===== src/rtl/lcd_timing_pkg.sv =====
// Shared LCD panel timing defaults (800x480 @ 1056x525 pixel clocks)
package lcd_timing_pkg;

   typedef logic [10:0] lcd_cnt_t;

   localparam lcd_cnt_t LCD_H_SYNC  = 11'd128;
   localparam lcd_cnt_t LCD_H_BACK  = 11'd88;
   localparam lcd_cnt_t LCD_H_DISP  = 11'd800;
   localparam lcd_cnt_t LCD_H_TOTAL = 11'd1056;

   localparam lcd_cnt_t LCD_V_SYNC  = 11'd2;
   localparam lcd_cnt_t LCD_V_BACK  = 11'd33;
   localparam lcd_cnt_t LCD_V_DISP  = 11'd480;
   localparam lcd_cnt_t LCD_V_TOTAL = 11'd525;

   // First active column/row: sync width plus back porch
   localparam lcd_cnt_t LCD_H_DE_START = LCD_H_SYNC + LCD_H_BACK;   // 216
   localparam lcd_cnt_t LCD_V_DE_START = LCD_V_SYNC + LCD_V_BACK;   // 35

   // True when pos lies in [start, start+len)
   function automatic logic in_window(input lcd_cnt_t pos,
                                      input lcd_cnt_t start,
                                      input lcd_cnt_t len);
      lcd_cnt_t stop;
      stop = start + len;
      return (pos >= start) && (pos < stop);
   endfunction

endpackage


===== src/rtl/lcd_timing_driver.sv =====
// LCD timing generator: h/v counters, sync/DE decode, pixel request
// addressing one cycle ahead of DE, and panel control pins.
module lcd_timing_driver
   import lcd_timing_pkg::*;
#(
   parameter lcd_cnt_t H_SYNC  = LCD_H_SYNC,
   parameter lcd_cnt_t H_BACK  = LCD_H_BACK,
   parameter lcd_cnt_t H_DISP  = LCD_H_DISP,
   parameter lcd_cnt_t H_TOTAL = LCD_H_TOTAL,
   parameter lcd_cnt_t V_SYNC  = LCD_V_SYNC,
   parameter lcd_cnt_t V_BACK  = LCD_V_BACK,
   parameter lcd_cnt_t V_DISP  = LCD_V_DISP,
   parameter lcd_cnt_t V_TOTAL = LCD_V_TOTAL
)(
   input  logic        lcd_clk,
   input  logic        sys_rst_n,
   input  logic [15:0] pixel_data,
   output logic [10:0] pixel_xpos,
   output logic [10:0] pixel_ypos,
   output logic        lcd_hs,
   output logic        lcd_vs,
   output logic        lcd_de,
   output logic [15:0] lcd_rgb,
   output logic        lcd_bl,
   output logic        lcd_rst,
   output logic        lcd_pclk,
   output logic        frame_start
);

   localparam lcd_cnt_t H_DE_START = H_SYNC + H_BACK;
   localparam lcd_cnt_t V_DE_START = V_SYNC + V_BACK;
   localparam lcd_cnt_t H_REQ_START = H_DE_START - 11'd1;

   lcd_cnt_t h_cnt;
   lcd_cnt_t v_cnt;
   logic     h_last;
   logic     v_last;
   logic     v_active;
   logic     data_req;

   assign h_last = (h_cnt == H_TOTAL - 11'd1);
   assign v_last = (v_cnt == V_TOTAL - 11'd1);

   // Pixel/line counters; line counter advances only when the pixel counter wraps
   always_ff @(posedge lcd_clk or negedge sys_rst_n) begin
      if (!sys_rst_n) begin
         h_cnt <= '0;
         v_cnt <= '0;
      end else if (h_last) begin
         h_cnt <= '0;
         v_cnt <= v_last ? '0 : v_cnt + 11'd1;
      end else begin
         h_cnt <= h_cnt + 11'd1;
      end
   end

   // Backlight turns on at the first clock after reset release
   always_ff @(posedge lcd_clk or negedge sys_rst_n) begin
      if (!sys_rst_n) lcd_bl <= 1'b0;
      else            lcd_bl <= 1'b1;
   end

   // Sync, DE and request-address decode from the registered counters.
   // Requests lead DE by one column so the generator's registered pixel
   // lands exactly on the DE cycle.
   always_comb begin
      lcd_hs      = (h_cnt >= H_SYNC);
      lcd_vs      = (v_cnt >= V_SYNC);
      v_active    = in_window(v_cnt, V_DE_START, V_DISP);
      lcd_de      = in_window(h_cnt, H_DE_START, H_DISP) && v_active;
      data_req    = in_window(h_cnt, H_REQ_START, H_DISP) && v_active;
      pixel_xpos  = data_req ? h_cnt - H_REQ_START : '0;
      pixel_ypos  = data_req ? v_cnt - V_DE_START  : '0;
      lcd_rgb     = lcd_de ? pixel_data : '0;
      frame_start = (h_cnt == '0) && (v_cnt == '0);
   end

   assign lcd_pclk = lcd_clk;
   assign lcd_rst  = sys_rst_n;

endmodule


===== config.mk =====
export PLATFORM = sky130hd
export DESIGN_NAME = lcd_timing_driver
export DESIGN_NICKNAME = d
export VERILOG_FILES = /design/src/rtl/lcd_timing_pkg.sv /design/src/rtl/lcd_timing_driver.sv
export SDC_FILE = /design/constraint.sdc
export NUM_CORES = 1
export LEC_CHECK = 0
export CAP_MARGIN = 40
export CORE_MARGIN = 3
export CORE_UTILIZATION = 46
export CTS_CLUSTER_DIAMETER = 60
export DETAILED_ROUTE_END_ITERATION = 8
export PLACE_DENSITY = 0.81
export SLEW_MARGIN = 20
export SYNTH_ARGS = -nofsm -noshare
export SYNTH_HDL_FRONTEND = slang
export SYNTH_SLANG_ARGS = --single-unit

===== constraint.sdc =====
create_clock -name lcd_clk -period 2.9 [get_ports lcd_clk]
set_input_delay 0.29 -clock lcd_clk [delete_from_list [all_inputs] [get_ports lcd_clk]]
set_output_delay 0.29 -clock lcd_clk [all_outputs]
set_load 0.01 [all_outputs]

==> results of run 1 <==
-- kinds of logic (layout without fill, tap and decap cells) --
family / after synthesis / in the layout / synth area share [%]
other: 1 / 1 / 0.206
buffers and inverters: 28 / 89 / 6.94
adders and majority gates: 5 / 5 / 3.43
and+or+nand+nor: 118 / 118 / 33.9
muxes: 1 / 1 / 0.618
AOI/OAI and AO/OA: 28 / 28 / 10.4
xor gates and xnor gates: 27 / 27 / 13.0
DFF: 23 / 23 / 31.6
-- layout by cell type, fill, tap and decap left out, drive strengths merged, types with 6 or more instances in the layout --
cell	netlist	final
dfrtp	23	23
and2	17	17
nor3	8	8
dlygate4sd2	0	16
buf	8	13
o21ai	11	11
clkbuf	13	7
and3	6	6
nor2	36	36
inv	7	7
dlymetal6s2s	0	21
nand3	10	10
clkdlybuf4s50	0	25
xor2	13	13
xnor2	14	14
nand2	17	17
-- flip-flops by register name, indices dropped and copies added, names as in the netlist --
signal	count
h_cnt	11
v_cnt	11
lcd_bl	1
-- worst paths after layout --
path | startpoint | endpoint | slack (ns) | cells after the start
worst min-delay path | sys_rst_n | h_cnt[6] | 0.31 | 2
min in group lcd_clk | h_cnt[0] | h_cnt[0] | 0.51 | 1
worst max register to register | h_cnt[1] | v_cnt[4] | 0.85 | 5
worst max-delay path | v_cnt[0] | lcd_rgb[1] | 0.15 | 8
worst min register to register | h_cnt[0] | h_cnt[0] | 0.51 | 1
max in group asynchronous | sys_rst_n | v_cnt[1] | 2.34 | 2
-- metrics by stage --
stage                     utilization (%)  instance area [sq um]  total power, mW
after floorplan                         -                   1820            0.358
after global placement               66.0                   2470            0.396
after detailed placement             66.0                   2470            0.396
after CTS                            68.4                   2560            0.693
after global routing                 71.2                   2670            0.723
final                                71.2                   2670            0.685
-- timing repair --
action / 4_1_cts / 5_1_grt
gates resized for setup: 21 / 30
setup endpoints to repair: 37 / 22
pin swaps: 0 / 2
endpoints found under the hold margin: 0 / 0
setup buffers: 1 / 3
-- power by group through the flow --
stage               registers, mW  logic (mW)  clock network [mW]
finish                      0.321      0.0322               0.332
global route                0.321      0.0363               0.366
CTS                         0.321      0.0331               0.339
detailed placement          0.328      0.0333              0.0351
global placement            0.328      0.0331              0.0351
floorplan                   0.328     0.00169              0.0284
-- layer usage --
| layer | up-vias | GRT usage, % | share of wire, % |
|---|---|---|---|
| li1 | 885 | - | - |
| met1 | 854 | 27.0 | 42 |
| met2 | 99 | 31.4 | 46 |
| met3 | 15 | 10.5 | 9.9 |
| met4 | 0 | 10.9 | 2.5 |
| met5 | - | 0 | 0 |
-- cell type report --
| type | count | area, sq um |
|---|---|---|
| multi-input cells | 180 | 1160 |
| fillers | 300 | 1080 |
| repair buffers | 74 | 741 |
| flip-flops and latches | 23 | 584 |
| clock buffers | 8 | 96.3 |
| well taps | 48 | 60.1 |
| inverters | 7 | 26.3 |
==> impl_metrics.tcl, run 1 <==
set metrics [dict create \
    seq_area_frac_synth_pct 31.6 \
    critPathRequiredTime_ns 2.61 \
    initial_core_util_pct 48.7 \
    synth_area_leaders "dfrtp_1 32%, nor2_1 7.4%, xnor2_1 6.7%" \
    syn_inst 231 \
    power_frac_clock_pct 48.4 \
    pre_cts_ws_ns 0.295 \
    setup_violations 0 \
    cts_tree "done" \
    vias 1853 \
    yosys.area.top_type "dfrtp_1" \
    ys_warn_count 0 \
    fin_crit_sh_pct 94.8 \
    synth_fp_nets 254 \
    grt_usage_pct 21.9 \
    post-place-cells 329 \
    critical_path.top_delay_family "compound AO/OA/AOI/OAI gates" \
    overflow 0 \
    grt_start_max_net_pins 24 \
    power.share.combinational_pct 4.7 \
    min_path_type "input port to asynchronous set/reset pin" \
    final_nets 316 \
    start_kind "flip-flop" \
    rows 22 \
    drive_gt1_share_pct 12.7 \
    path_class "flip-flop to primary output" \
    syn_area_sq_um 1820 \
    worst_pin_slew_ns 0.524 \
    slowest_delay_ns 0.45 \
    cell_internal_pwr_mw 0.553 \
    p_sw_mw 0.132 \
    timing.fmax_mhz 364 \
    synth_common_cells "36 x nor2_1, 23 x dfrtp_1, 17 x and2_1, 17 x nand2_1, 14 x xnor2_1" \
    antenna_found_initial 0 \
    drtIter0Drc 165 \
    tns_ns 0 \
    synth-seq-cells 23 \
    wl_mm 4.78 \
    place_congestion 0.943 \
    ios 63 \
    insertion_delay_ns 0.36 \
    seq_power_share_pct 46.9 \
    power_density_nw_per_um2 257 \
    grt_pass1_wl_mm 7.60 \
    syn_avg_cell_area_sq_um 7.89 \
    worstPathArrival_ns 2.46 \
    synth_top_area_share_pct 31.6 \
    ir_worst_vdd_uv 304 \
    p_leak_nw 1.70 \
    hpwl_mm 3.43 \
    via_per_inst 5.45 \
    die_y_um 68.9 \
    grt_pass1_vias 1715 \
    clock_skew_ns 0.00202 \
    synthToLayoutAreaGrowth_pct 46.3 \
    crit_path_end_kind "primary output" \
    n_antenna_cell 0 \
    crit_buf_inv 2 \
    cp_slowest_cell "dfrtp_2" \
    setup_ws_ns 0.152 \
    drt_pass1_iterations 5 \
    maxCapViolCount 0 \
    synth_edf_count 0 \
    fp.coreArea_sq_um 3740 \
    cts_hold_buf 0 \
    path_clk_slew_ns 0.08 \
    final_hold_viol_count 0 \
    slew_headroom_pct 64.8 \
    synth.distinct_cells 39 \
    ys.flop_type "dfrtp_1" \
    holdWs_ns 0.310 \
    die-width_um 68.9 \
    yosysMostFrequentCell "nor2_1" \
    drc 0 \
    ant_nets 0 \
    dieArea_sq_um 4750 \
    final_max_slew_viol_count 0 \
    wl_per_cell_um 14.0 \
    worstPathMaxFanout 12 \
    path_cells "ha_2, o41ai_4, nand2_1, o22a_1, o311a_4, buf_4, and2_1, dlygate4sd2_1" \
    rsz0062_at_grt "no" \
    port_buffers 62 \
    instances_no_fill 340 \
    p_sw_share_pct 19.3 \
    finalCriticalPeriod_ns 2.75 \
    async_flop_share_pct 100 \
    status "completed" \
]
No activity file was read; power rests on OpenSTA's default activity.
==> inputs of run 2 (changes only) <==
Settings changed: CORE_UTILIZATION 46 to 29, PLACE_DENSITY 0.81 to unset.
==> run 2 against run 1 <==
Net effect:
- via count decreased by 4.9%
- global-route usage decreased by 7.4 points
- non-clock buffer count decreased by 3
- sequential power about the same
- combinational power increased by 3%
- final cell count increased by 7.4%
- critical path depth decreased by 1
- worst hold slack improved by 0.0024 ns
- critical endpoint is now lcd_rgb[0]
==> impl_metrics.tcl, run 2 (synthesized netlist as in run 1, its figures left out) <==
set metrics [dict create \
    cts_hold_buf 0 \
    crit_buf_inv 1 \
    p_sw_share_pct 20.8 \
    reg2reg_to "v_cnt[5]" \
    die_y_um 85.3 \
    ios 63 \
    r2r_setup_slack_ns 0.82 \
    critPathLaunch "v_cnt[1]" \
    route.met2.wl_mm 2.55 \
    rsz0062_at_grt "yes" \
    cp.depth 7 \
    tns_ns 0 \
    wl_met3_um 156 \
    via_per_inst 4.83 \
    clock_skew_ns 0.00235 \
    drtIter0Drc 77 \
    place_congestion 0.796 \
    synthToLayoutAreaGrowth_pct 48.6 \
    setup_violations 0 \
    min_path_type "input port to asynchronous set/reset pin" \
    p_sw_mw 0.146 \
    path_class "flip-flop to primary output" \
    wl_per_cell_um 14.1 \
    path_cells "ha_4, o41ai_4, nand2_1, o22a_2, o311a_4, and2_1, clkdlybuf4s50_1" \
    regToRegStartpoint "h_cnt[0]" \
    maxCapViolCount 0 \
    n_antenna_cell 0 \
    die-width_um 85.3 \
    final_hold_viol_count 0 \
    final_max_slew_viol_count 0 \
    grt_usage_pct 14.5 \
    slew_headroom_pct 61.5 \
    dieArea_sq_um 7270 \
    worstPathMaxFanout 8 \
    power_frac_clock_pct 49.3 \
    post-place-cells 357 \
    ir_worst_vdd_uv 367 \
    hpwl_mm 3.80 \
    worstPathArrival_ns 2.56 \
    grt_pass1_wl_mm 8.40 \
    drc 0 \
    critPathRequiredTime_ns 2.61 \
    critical_path.top_delay_family "compound AO/OA/AOI/OAI gates" \
    p_leak_nw 1.68 \
    overflow 0 \
    cell_internal_pwr_mw 0.553 \
    top_regs "h_cnt: 11 flops, v_cnt: 11 flops, lcd_bl: 1 flops" \
    slowest_delay_ns 0.48 \
    instances_no_fill 365 \
    drt-met1-wl_mm 2.42 \
    drt_pass1_iterations 4 \
    insertion_delay_ns 0.37 \
    rows 28 \
    endpoint "lcd_rgb[0]" \
    cp_slowest_cell "dfrtp_1" \
    initial_core_util_pct 30.4 \
    reg2regPathDepth 6 \
    fp.coreArea_sq_um 5990 \
    final_nets 314 \
    cts_tree "done" \
    start_kind "flip-flop" \
    grt_start_max_net_pins 24 \
    seq_power_share_pct 45.9 \
    routed.top_layer "met4" \
    grt_pass1_vias 1680 \
    crit_path_end_kind "primary output" \
    power_density_nw_per_um2 258 \
    final_cell_mix "36 x nor2_1, 27 x clkdlybuf4s50_1, 21 x dfrtp_1" \
    wl_mm 5.15 \
    fin_crit_sh_pct 98.2 \
    status "completed" \
    timing.fmax_mhz 351 \
    ant_nets 0 \
    port_buffers 62 \
    power.share.combinational_pct 4.7 \
    finalCriticalPeriod_ns 2.85 \
    path_clk_slew_ns 0.08 \
    worst_pin_slew_ns 0.573 \
    antenna_found_initial 0 \
    vias 1763 \
    final_common_cell "nor2_1" \
    drive_gt1_share_pct 11.0 \
]
## run 2: cell count changes in the layout (fill, tap and decap cells not counted), sizes merged
cell,before,now
dlymetal6s2s,21,18
clkdlybuf4s50,25,27
dlygate4sd2,16,17
buf,13,10
o311a,1,2
## run 2: metrics by stage
step | setup slack, ns | total power [mW] | hold slack (ns) | area, sq um | utilization (%)
after floorplan | 0.705 | 0.358 | -0.00559 | 1820 | -
after global placement | 0.229 | 0.396 | 0.534 | 2510 | 41.9
after detailed placement | 0.195 | 0.397 | 0.552 | 2510 | 41.9
after CTS | 0.00171 | 0.714 | 0.331 | 2640 | 44.0
after global routing | -0.0664 | 0.731 | 0.366 | 2710 | 45.2
final | 0.0509 | 0.699 | 0.313 | 2710 | 45.2
## run 2: layout make-up
| class | count | area, sq um |
|---|---|---|
| fillers | 600 | 3280 |
| repair buffers | 71 | 709 |
| clock buffers | 8 | 96.3 |
| multi-input cells | 181 | 1200 |
| inverters | 7 | 26.3 |
| well taps | 75 | 93.8 |
| flip-flops and latches | 23 | 578 |
## run 2: worst reg2reg max path, delay by kind of cell (launching register included)
family	cells	cell delay, ns
xor gates and xnor gates	1	0.15
adders and majority gates	1	0.28
DFF	1	0.47
and+or+nand+nor	4	1.08
## run 2: timing repair
action                                  in CTS  in global routing
buffers inserted                             0                  0
endpoints found under the hold margin        0                  0
resized for setup                           27                 22
gates cloned                                 1                  0
endpoints found under the setup margin      38                 20
pin swaps                                    1                  0
## run 2: worst min-delay path by stage
stage	end	slack, ns	depth (start not counted)
floorplan	h_cnt[0]	-0.006	0
global placement	v_cnt[10]	0.53	1
detailed placement	v_cnt[10]	0.55	1
CTS	v_cnt[10]	0.33	2
global route	v_cnt[10]	0.37	2
finish	lcd_bl	0.31	2
## run 2: metal layers
metal  up-vias  GRT usage, %
li1        892             -
met1       828          20.1
met2        40          23.4
met3         3          2.62
met4         0          3.02
met5         -             0
## run 2: power groups by stage
stage          Combinational (mW)  Clock (mW)  Sequential (mW)
6_report                   0.0331       0.345            0.321
3_3_place_gp               0.0331      0.0351            0.328
2_1_floorplan             0.00169      0.0284            0.328
5_1_grt                    0.0367       0.373            0.321
4_1_cts                    0.0342       0.359            0.321
3_5_place_dp               0.0342      0.0351            0.328
==> inputs of run 3 (changes only) <==
Settings changed: TNS_END_PERCENT set to 100.
==> results of run 3 <==
Final layout, timing and power as in run 2 (identical DEF).
